==> src/rtl/alu_pkg.sv <==
// Package: alu_pkg
// Shared constants for the 8-bit ALU datapath and its board-side operand
// loader: datapath widths, button roles, load-flag bit positions, ALU
// opcodes and the loader FSM state type.
package alu_pkg;

  localparam int ALU_W = 8;
  localparam int SEL_W = 4;

  // Button roles (index into BTN[3:0])
  localparam int BTN_LOAD_A  = 0;
  localparam int BTN_LOAD_B  = 1;
  localparam int BTN_LOAD_OP = 2;
  localparam int BTN_EXEC    = 3;

  // Bit positions inside load_flags
  localparam int FLAG_A  = 0;
  localparam int FLAG_B  = 1;
  localparam int FLAG_OP = 2;

  // Opcodes understood by the ALU
  localparam logic [SEL_W-1:0] OP_ADD  = 4'h0;
  localparam logic [SEL_W-1:0] OP_SUB  = 4'h1;
  localparam logic [SEL_W-1:0] OP_MUL  = 4'h2;
  localparam logic [SEL_W-1:0] OP_DIV  = 4'h3;
  localparam logic [SEL_W-1:0] OP_SHL  = 4'h4;
  localparam logic [SEL_W-1:0] OP_SHR  = 4'h5;
  localparam logic [SEL_W-1:0] OP_ROL  = 4'h6;
  localparam logic [SEL_W-1:0] OP_ROR  = 4'h7;
  localparam logic [SEL_W-1:0] OP_AND  = 4'h8;
  localparam logic [SEL_W-1:0] OP_OR   = 4'h9;
  localparam logic [SEL_W-1:0] OP_XOR  = 4'hA;
  localparam logic [SEL_W-1:0] OP_NOR  = 4'hB;
  localparam logic [SEL_W-1:0] OP_NAND = 4'hC;
  localparam logic [SEL_W-1:0] OP_XNOR = 4'hD;
  localparam logic [SEL_W-1:0] OP_GT   = 4'hE;
  localparam logic [SEL_W-1:0] OP_EQ   = 4'hF;

  typedef enum logic [0:0] {
    ST_IDLE  = 1'b0,
    ST_ISSUE = 1'b1
  } ldr_state_e;

  // An operation may only be issued once A, B and the opcode were all loaded.
  function automatic logic all_loaded(input logic [2:0] flags);
    return &flags;
  endfunction

endpackage

==> src/rtl/btn_debounce.sv <==
// Module: btn_debounce
// One push button: 2-FF synchroniser, stability counter and rising-edge
// detector. The debounced level only follows the synchronised input after it
// has differed from it for DEBOUNCE_CYCLES consecutive cycles.
// Ports:
//   clk     in  1  system clock
//   rst_n   in  1  synchronous reset, active-low
//   btn_raw in  1  raw asynchronous button (active-high, bouncing)
//   press   out 1  registered one-cycle pulse per accepted press
module btn_debounce #(
  parameter int DEBOUNCE_CYCLES = 1_000_000
) (
  input  logic clk,
  input  logic rst_n,
  input  logic btn_raw,
  output logic press
);

  localparam int              CNT_W    = $clog2(DEBOUNCE_CYCLES + 1);
  localparam logic [CNT_W-1:0] CNT_LAST = CNT_W'(DEBOUNCE_CYCLES - 1);

  logic             sync1_q, sync2_q;
  logic [CNT_W-1:0] cnt_q, cnt_d;
  logic             level_q, level_d;
  logic             level_dly_q;
  logic             press_q, press_d;

  // Stability counter: runs only while the synced input disagrees with the
  // accepted level, and restarts the moment they agree again.
  always_comb begin
    cnt_d   = {CNT_W{1'b0}};
    level_d = level_q;
    press_d = level_q & ~level_dly_q;
    if (sync2_q != level_q) begin
      if (cnt_q == CNT_LAST) begin
        level_d = sync2_q;
        cnt_d   = {CNT_W{1'b0}};
      end else begin
        cnt_d = cnt_q + CNT_W'(1);
      end
    end else begin
      cnt_d = {CNT_W{1'b0}};
    end
  end

  // Synchroniser, debounce state and registered press pulse.
  always_ff @(posedge clk) begin
    if (!rst_n) begin
      sync1_q     <= 1'b0;
      sync2_q     <= 1'b0;
      cnt_q       <= {CNT_W{1'b0}};
      level_q     <= 1'b0;
      level_dly_q <= 1'b0;
      press_q     <= 1'b0;
    end else begin
      sync1_q     <= btn_raw;
      sync2_q     <= sync1_q;
      cnt_q       <= cnt_d;
      level_q     <= level_d;
      level_dly_q <= level_q;
      press_q     <= press_d;
    end
  end

  assign press = press_q;

endmodule

==> src/rtl/alu_operand_loader.sv <==
// Module: alu_operand_loader
// Board-side front end for the 8-bit ALU. Debounces BTN[3:0], captures
// operands A, B and the opcode from the synchronised switches, and issues the
// {A,B,ALU_Sel} triple over a valid/ready handshake.
// Ports:
//   clk        in  1  system clock
//   rst_n      in  1  synchronous reset, active-low
//   SW         in  8  raw slide switches
//   BTN        in  4  raw push buttons (0:load A, 1:load B, 2:load op, 3:execute)
//   A, B       out 8  operands to the ALU
//   ALU_Sel    out 4  opcode to the ALU
//   op_valid   out 1  triple valid for consumption
//   op_ready   in  1  ALU accepts on op_valid & op_ready
//   load_flags out 3  {op_loaded,b_loaded,a_loaded}
module alu_operand_loader
  import alu_pkg::*;
#(
  parameter int DEBOUNCE_CYCLES = 1_000_000
) (
  input  logic             clk,
  input  logic             rst_n,
  input  logic [ALU_W-1:0] SW,
  input  logic [3:0]       BTN,
  output logic [ALU_W-1:0] A,
  output logic [ALU_W-1:0] B,
  output logic [SEL_W-1:0] ALU_Sel,
  output logic             op_valid,
  input  logic             op_ready,
  output logic [2:0]       load_flags
);

  logic [3:0]       press;
  logic [ALU_W-1:0] sw_meta_q, sw_sync_q;

  ldr_state_e       state_q, state_d;
  // Capture registers always hold the most recently loaded values.
  logic [ALU_W-1:0] a_q, a_d, b_q, b_d;
  logic [SEL_W-1:0] sel_q, sel_d;
  logic [2:0]       flags_q, flags_d;
  // Presented registers drive the ALU; they freeze while an issue is pending.
  logic [ALU_W-1:0] out_a_q, out_a_d, out_b_q, out_b_d;
  logic [SEL_W-1:0] out_sel_q, out_sel_d;
  logic             valid_q, valid_d;

  for (genvar gi = 0; gi < 4; gi++) begin : g_btn
    btn_debounce #(
      .DEBOUNCE_CYCLES(DEBOUNCE_CYCLES)
    ) u_debounce (
      .clk    (clk),
      .rst_n  (rst_n),
      .btn_raw(BTN[gi]),
      .press  (press[gi])
    );
  end

  // Capture and issue control for the two-state FSM.
  always_comb begin
    state_d   = state_q;
    a_d       = a_q;
    b_d       = b_q;
    sel_d     = sel_q;
    flags_d   = flags_q;
    out_a_d   = out_a_q;
    out_b_d   = out_b_q;
    out_sel_d = out_sel_q;
    valid_d   = valid_q;
    case (state_q)
      ST_IDLE: begin
        if (press[BTN_LOAD_A]) begin
          a_d             = sw_sync_q;
          flags_d[FLAG_A] = 1'b1;
        end else begin
          a_d = a_q;
        end
        if (press[BTN_LOAD_B]) begin
          b_d             = sw_sync_q;
          flags_d[FLAG_B] = 1'b1;
        end else begin
          b_d = b_q;
        end
        if (press[BTN_LOAD_OP]) begin
          sel_d            = sw_sync_q[SEL_W-1:0];
          flags_d[FLAG_OP] = 1'b1;
        end else begin
          sel_d = sel_q;
        end
        // A simultaneous execute sees the values and flags from before this
        // cycle's loads, so issue from the capture registers' current state.
        if (press[BTN_EXEC] && all_loaded(flags_q)) begin
          state_d   = ST_ISSUE;
          valid_d   = 1'b1;
          out_a_d   = a_q;
          out_b_d   = b_q;
          out_sel_d = sel_q;
        end else begin
          out_a_d   = a_d;
          out_b_d   = b_d;
          out_sel_d = sel_d;
        end
      end
      ST_ISSUE: begin
        // Handshake done: re-expose the capture registers, which may have
        // been loaded in the same cycle that execute was pressed.
        if (op_ready) begin
          state_d   = ST_IDLE;
          valid_d   = 1'b0;
          out_a_d   = a_q;
          out_b_d   = b_q;
          out_sel_d = sel_q;
        end else begin
          valid_d = 1'b1;
        end
      end
      default: begin
        state_d = ST_IDLE;
        valid_d = 1'b0;
      end
    endcase
  end

  // Switch synchroniser, capture registers and FSM state.
  always_ff @(posedge clk) begin
    if (!rst_n) begin
      sw_meta_q <= {ALU_W{1'b0}};
      sw_sync_q <= {ALU_W{1'b0}};
      state_q   <= ST_IDLE;
      a_q       <= {ALU_W{1'b0}};
      b_q       <= {ALU_W{1'b0}};
      sel_q     <= {SEL_W{1'b0}};
      flags_q   <= 3'b000;
      out_a_q   <= {ALU_W{1'b0}};
      out_b_q   <= {ALU_W{1'b0}};
      out_sel_q <= {SEL_W{1'b0}};
      valid_q   <= 1'b0;
    end else begin
      sw_meta_q <= SW;
      sw_sync_q <= sw_meta_q;
      state_q   <= state_d;
      a_q       <= a_d;
      b_q       <= b_d;
      sel_q     <= sel_d;
      flags_q   <= flags_d;
      out_a_q   <= out_a_d;
      out_b_q   <= out_b_d;
      out_sel_q <= out_sel_d;
      valid_q   <= valid_d;
    end
  end

  assign A          = out_a_q;
  assign B          = out_b_q;
  assign ALU_Sel    = out_sel_q;
  assign op_valid   = valid_q;
  assign load_flags = flags_q;

endmodule

==> config.mk <==
export PLATFORM = sky130hd
export DESIGN_NAME = alu_operand_loader
export DESIGN_NICKNAME = d
export VERILOG_FILES = /design/src/rtl/alu_pkg.sv /design/src/rtl/btn_debounce.sv /design/src/rtl/alu_operand_loader.sv
export SDC_FILE = /design/constraint.sdc
export NUM_CORES = 1
export LEC_CHECK = 0
export CORE_ASPECT_RATIO = 1.2
export CORE_MARGIN = 4
export CORE_UTILIZATION = 30
export DETAILED_ROUTE_END_ITERATION = 12
export PLACE_DENSITY_LB_ADDON = 0.15
export SYNTH_ARGS = -nofsm -noshare
export SYNTH_HDL_FRONTEND = slang
export SYNTH_SLANG_ARGS = --single-unit
export TNS_END_PERCENT = 10
==> constraint.sdc <==
create_clock -name clk -period 2.73 [get_ports clk]
set_input_delay 0.819 -clock clk [delete_from_list [all_inputs] [get_ports clk]]
set_output_delay 0.819 -clock clk [all_outputs]
set_load 0.02 [all_outputs]
==> run metrics, run 1 <==
WL final 13100 um; H-Tree Depth 4; # IOs 39; RSZ-0062 raised after global routing false; FF+latch count, synth 161; Power Internal between 3000 and 4000 uW; cell area after synthesis 6390 sq um; WL/cell 12.6 um; count of different cell masters after synthesis 40; Residual DRC 0; die area 23700 sq um; final hold viol count 0; clock transition at the registers of the reported paths 0.06 ns; crit path buf inv count 1; clock share of power 0.493; asr flop ratio synth 0; Post-CTS Hold Buffers 0; Comb power frac 0.016; Setup Skew 0.00602 ns; pin count of the biggest net entering global routing 41; Longest Clk Path Bufs 2; max_slew headroom 0.524; Initial DRC Count 181; post-CTS resize count 0; Die H 168 um; largest cells by area after synthesis dfxtp_1, a21oi_1, nand2_1, nor2_1, mux2i_1; Most used DFF post-synth dfxtp_1; Startpoint Class flip-flop; Post-Synthesis Cells 712; minimum clock period 2.25 ns; final cell count without fillers 1033; Setup WS post-layout 0.477 ns; # port buffers 38; final setup violating endpoints 0; syn nets approximately 730; DP HPWL 9200 um; Hold Path Class flip-flop to flip-flop; post-route ant nets 0; Post-synth EDFFs 0; dpl cells between 1000 and 1500; Min-Delay Endpoint g_btn[2].u_debounce.press$_SDFF_PN0_; critical path's largest stage delay approximately 0.63 ns; sw power 1030 uW; r2r endpoint g_btn[3].u_debounce.cnt_q[14]$_SDFF_PP0_; Pwr per Cell Area 632 nW/um^2; area leader, netlist dfxtp_1; CP Capture Type output pin; hold path startpoint g_btn[2].u_debounce.level_dly_q$_SDFF_PN0_; worst slew pin tran between 0.7 and 0.8 ns; Clock Tree Root clkbuf_16; Synth top area share 0.504; Tcrit/Tclk final 0.825; DIE WIDTH 141 um; DR vias/cell 4.81; Initial Utilization 0.305; Yosys warnings 0; Remaining Overflow, GRT 0; worst hold slack 0.383 ns; vias in the first global route about 4700; Max-Cap Viols 0; dpl ws ~0.62 ns; top cells by count, synth dfxtp_1, a21oi_1, nand2_1, nor2_1, o21ai_0; initial antenna violation count 0; CTS tree built; switching share of power 0.212; DR pass1 iterations 4; Antenna Cells 0; outcome complete, no violations; R2R depth 5; Avg Cell Area, Syn 8.97 sq um; Clock Latency Late Sink 0.41 ns; post-synthesis to final-layout area growth 19.9%; Worst Setup Path Type flip-flop to output pin; Fmax ~440 MHz; Reg power frac 0.491; Final Core Density 0.365; delay-heaviest family, CP buffers and inverters; worst hold path depth 1; total number of vias 4966; Worst R2R Start g_btn[3].u_debounce.cnt_q[0]$_SDFF_PP0_; Max Slew Vio Count 0; Req. time, crit path 1.91 ns; Nets 769; final RePlAce weighted congestion 0.801; core area 21000 sq um; Worst path depth 1; count leader, synth dfxtp_1; Row Count 58; first-pass GRT wire length 22600 um; Post-CTS Setup Bufs 0; setup tns final 0 ns; leakage 0.00259 uW; TritonCTS Buffers 17; register area share after synthesis 0.504; crit path max fanout 3; worst endpoint data arrival time 1.43 ns; crit path max-delay cell type clkdlybuf4s50_1; CP cell instances clkdlybuf4s50_1; Overall Global Routing Usage 0.114; peak supply drop 0.431 mV; R2R Setup Slk between 0.6 and 0.7 ns; CTS Sinks 161; ratio of cells with drive above 1 in the final layout 0.0629
-- worst max path at each step --
stage | start | to
CTS | load_flags[0]$_SDFFE_PN0P_ | load_flags[0]
floorplan | g_btn[3].u_debounce.cnt_q[0]$_SDFF_PP0_ | g_btn[3].u_debounce.cnt_q[14]$_SDFF_PP0_
global route | load_flags[0]$_SDFFE_PN0P_ | load_flags[0]
finish | load_flags[0]$_SDFFE_PN0P_ | load_flags[0]
detailed placement | g_btn[3].u_debounce.cnt_q[0]$_SDFF_PP0_ | g_btn[3].u_debounce.cnt_q[18]$_SDFF_PP0_
global placement | g_btn[3].u_debounce.cnt_q[14]$_SDFF_PP0_ | g_btn[3].u_debounce.cnt_q[14]$_SDFF_PP0_
-- logic make-up (layout without fill, tap and decap cells) --
| group | after synthesis | after routing | share of synthesized area |
|---|---|---|---|
| compound gates | 127 | 127 | 0.109 |
| xor+xnor | 47 | 47 | 0.0644 |
| fa+ha+maj | 4 | 4 | 0.00783 |
| buf+inv | 47 | 98 | 0.0282 |
| flops | 161 | 161 | 0.504 |
| mux | 24 | 24 | 0.0376 |
| simple gates | 302 | 302 | 0.248 |
-- flip-flops by register name (all words and copies together), names as in the netlist --
signal and count:
b_q 8, g_btn.u_debounce.sync2_q 4, A 8, state_q 1, g_btn.u_debounce.cnt_q 80, sw_sync_q 8, load_flags 3, op_valid 1
g_btn.u_debounce.press 4, g_btn.u_debounce.level_dly_q 4, g_btn.u_debounce.level_q 4, a_q 8, g_btn.u_debounce.sync1_q 4, B 8, ALU_Sel 4, sw_meta_q 8
sel_q 4
-- stage by stage --
step	cell area [sq um]	power, uW
6_report	7660	4840
5_1_grt	7660	5040
4_1_cts	7660	4940
3_5_place_dp	7060	2510
3_3_place_gp	7060	2510
2_1_floorplan	6390	2470
-- routing by layer --
metal | track usage | vias up | routed length (um)
li1 | - | 2570 | -
met1 | 0.139 | 2299 | 6040
met2 | 0.193 | 82 | 6310
met4 | 0.0438 | 0 | 243
met3 | 0.0284 | 15 | 462
met5 | 0 | - | 0
-- power groups by stage --
stage / clock network (uW) / logic (uW) / registers, uW
2_1_floorplan: 0 / 42.1 / 2430
3_3_place_gp: 0 / 76.6 / 2430
3_5_place_dp: 0 / 78.6 / 2430
4_1_cts: 2480 / 79.1 / 2380
5_1_grt: 2570 / 87.2 / 2380
6_report: 2390 / 76.5 / 2380
-- placed cells by master (no fill, tap or decap), drive strengths merged, types with 2 or more instances in the layout --
master,count
o21ai,38
o31ai,12
mux2i,24
nand2b,4
clkinv,7
clkbuf,19
or3,20
nand4b,3
and3,8
nor4b,4
a21oi,68
nor4,8
nor2,67
bufinv,2
and4,5
nor2b,7
ha,4
nand2,67
dfxtp,161
inv,24
xor2,26
o211ai,4
buf,9
clkdlybuf4s50,37
nand4,21
xnor2,21
o21a,2
nand3,27
nor3,8
and2,31
or4,18
-- area by class of cell --
| type | count | area [sq um] |
|---|---|---|
| Fill cell | 2115 | 13300 |
| Sequential cell | 161 | 3220 |
| Multi-Input combinational cell | 504 | 2990 |
| Clock buffer | 19 | 453 |
| Timing Repair Buffer | 46 | 435 |
| Tap cell | 270 | 338 |
| Clock inverter | 13 | 149 |
| Inverter | 20 | 75.1 |
No activity file was read; power rests on OpenSTA's default activity.
==> inputs of run 2 (changes only) <==
==> constraint.sdc (replaced) <==
create_clock -name clk -period 1.95 [get_ports clk]
set_input_delay 0.585 -clock clk [delete_from_list [all_inputs] [get_ports clk]]
set_output_delay 0.585 -clock clk [all_outputs]
set_load 0.02 [all_outputs]
==> run 2 against run 1 <==
  * The run now ends with negative setup slack left
  * Non-clock buffer count increased by 32
  * Final area rose by 3.1%
  * Clock power rose by 33%
  * Sequential share of layout area fell by 1.3 points
  * Global-route usage grew 0.50 points
  * Largest power group is now registers
  * Wire length is 3.3% higher
  * Largest cell class unchanged
  * Sequential power rose by 40%
  * First-iteration DRC count rose by 3.9%
  * Clock-buffer cell count did not move
  * Hold slack worse by 0.0023 ns
  * Register-to-register slack lost 0.61 ns
  * Die area is the same
==> run metrics, run 2 (synthesis gave the netlist of run 1 again) <==
outcome finished, violations left; violated checks negative setup slack; DP HPWL ~9600 um; R2R depth 5; Pwr per Cell Area 840 nW/um^2; Initial Utilization 0.305; Worst path depth 5; crit path buf inv count 1; Req. time, crit path approximately 2.3 ns; clock transition at the registers of the reported paths ~0.06 ns; die area approximately 24000 sq um; CTS Sinks 161; leakage 0.00284 uW; worst hold path depth 1; most frequent CP cell or4_4; final setup violating endpoints 1; CTS tree built; Worst R2R Start g_btn[2].u_debounce.cnt_q[11]$_SDFF_PP0_; Hold Path Class flip-flop to flip-flop; peak supply drop 0.577 mV; core area 21000 sq um; post-route ant nets 0; dpl ws 0.00932 ns; most frequent cells in the layout dfxtp_1, a21oi_1, nand2_1, nor2_1, o21ai_0; Worst Setup Path Type flip-flop to flip-flop; CP Capture Type flip-flop; # port buffers 38; Placed Area about 7300 sq um; WL/cell 12.7 um; Worst setup startpoint g_btn[2].u_debounce.cnt_q[11]$_SDFF_PP0_; flip-flop count of the largest register after layout 80; DR vias/cell around 4.7; Row Count 58; worst slew pin tran 0.653 ns; max_slew headroom 0.564; Setup Skew between 0.01 and 0.015 ns; setup tns final -0.000606 ns; final hold viol count 0; initial antenna violation count 0; TritonCTS Buffers 17; crit path max-delay cell type or4_4; pin count of the biggest net entering global routing 41; crit path max fanout 20; Tcrit/Tclk final 1.00; final RePlAce weighted congestion around 0.78; Longest Clk Path Bufs 2; Remaining Overflow, GRT 0; vias in the first global route between 5000 and 6000; Fmax 513 MHz; DIE WIDTH 141 um; delay-heaviest family, CP simple AND/OR/NAND/NOR gates; worst endpoint data arrival time 2.25 ns; Max-Cap Viols 0; RSZ-0062 raised after global routing true; Startpoint Class flip-flop; Die H roughly 170 um; Initial DRC Count ~190; Largest Register g_btn.u_debounce.cnt_q; Final Core Density 0.376; Setup WS post-layout -0.000606 ns; hold path startpoint g_btn[3].u_debounce.level_dly_q$_SDFF_PN0_; # IOs 39; Clock Latency Late Sink 0.42 ns; total number of vias 5043; WL final 13500 um; Nets 801; Overall Global Routing Usage 0.119; Final Cell Area 7900 sq um; DR pass1 iterations 4; worst hold slack 0.381 ns; commonest non-fill, non-tap cell in the layout dfxtp_1; minimum clock period 1.95 ns; Post-CTS Hold Buffers 0; H-Tree Depth 4; first-pass GRT wire length 23600 um; post-synthesis to final-layout area growth 23.6%; Residual DRC 0; CP cell instances or4_4, or4_4, o211ai_4, buf_12, a21oi_1; ratio of cells with drive above 1 in the final layout 0.102; Max Slew Vio Count 0; Antenna Cells 0; Clock Tree Root clkbuf_16; critical path's largest stage delay between 0.5 and 0.6 ns
==> run 2: cell count changes in the layout (fill, tap and decap cells not counted), sizes merged <==
| cell | before | now |
|---|---|---|
| clkdlybuf4s50 | 37 | 13 |
| clkinv | 7 | 2 |
| inv | 24 | 23 |
| buf | 9 | 41 |
| bufinv | 2 | 1 |
| clkinvlp | 0 | 7 |
| dlygate4sd2 | 0 | 24 |
==> run 2: area by class of cell <==
cell class	instances	area, sq um
clock inverters	13	129
inverters	20	75.1
repair buffers	78	683
clock buffers	19	443
fillers	2123	13100
multi-input cells	504	3000
flip-flops and latches	161	3220
well taps	270	338
==> run 2: worst paths after layout <==
kind	end	slack (ns)
setup / recovery	g_btn[2].u_debounce.cnt_q[18]$_SDFF_PP0_	-0.0006
setup reg to reg	g_btn[2].u_debounce.cnt_q[18]$_SDFF_PP0_	-0.0006
hold / removal	g_btn[3].u_debounce.press$_SDFF_PN0_	0.38
hold reg to reg	g_btn[3].u_debounce.press$_SDFF_PN0_	0.38
==> run 2: power by group <==
part           switching (uW)  total, uW  internal (uW)  leakage (uW)
clock                    1370       3180           1810      0.000257
sequential               16.9       3330           3310       0.00130
combinational            59.5        117           57.4       0.00128
==> run 2: routing by layer <==
| layer | GRT usage | up-vias | part of all wire |
|---|---|---|---|
| li1 | - | 2621 | - |
| met1 | 0.146 | 2329 | 0.46 |
| met2 | 0.200 | 77 | 0.49 |
| met3 | 0.0259 | 16 | 0.031 |
| met4 | 0.0514 | 0 | 0.018 |
| met5 | 0 | - | 0 |
==> run 2: what timing repair did <==
item | 4_1_cts | 5_1_grt
endpoints found under the setup margin | 30 | 24
setup buffers | 0 | 0
gates resized for setup | 24 | 3
endpoints found under the hold margin | 0 | 0
==> run 2: worst register-to-register path, cell delays in order (launching register included) <==
cell      delay (ns)
dfxtp_1         0.32
or4_4           0.53
or4_4           0.55
o211ai_4        0.20
buf_12          0.18
a21oi_1         0.06
==> run 2: per-stage QoR <==
stage	total power [uW]	instances
2_1_floorplan	3460	712
3_3_place_gp	3520	1033
3_5_place_dp	3520	1033
4_1_cts	6740	1065
5_1_grt	6870	1065
6_report	6630	1065
==> inputs of run 3 (changes only) <==
--- a/config.mk
+++ b/config.mk
@@ -5,9 +5,11 @@
 export SDC_FILE = /design/constraint.sdc
 export NUM_CORES = 1
 export LEC_CHECK = 0
+export ABC_AREA = 0
 export CORE_ASPECT_RATIO = 1.2
 export CORE_MARGIN = 4
 export CORE_UTILIZATION = 30
+export CTS_CLUSTER_DIAMETER = 80
 export DETAILED_ROUTE_END_ITERATION = 12
 export PLACE_DENSITY_LB_ADDON = 0.15
 export SYNTH_ARGS = -nofsm -noshare
==> results of run 3 <==
Final layout, timing and power as in run 2 (identical DEF).
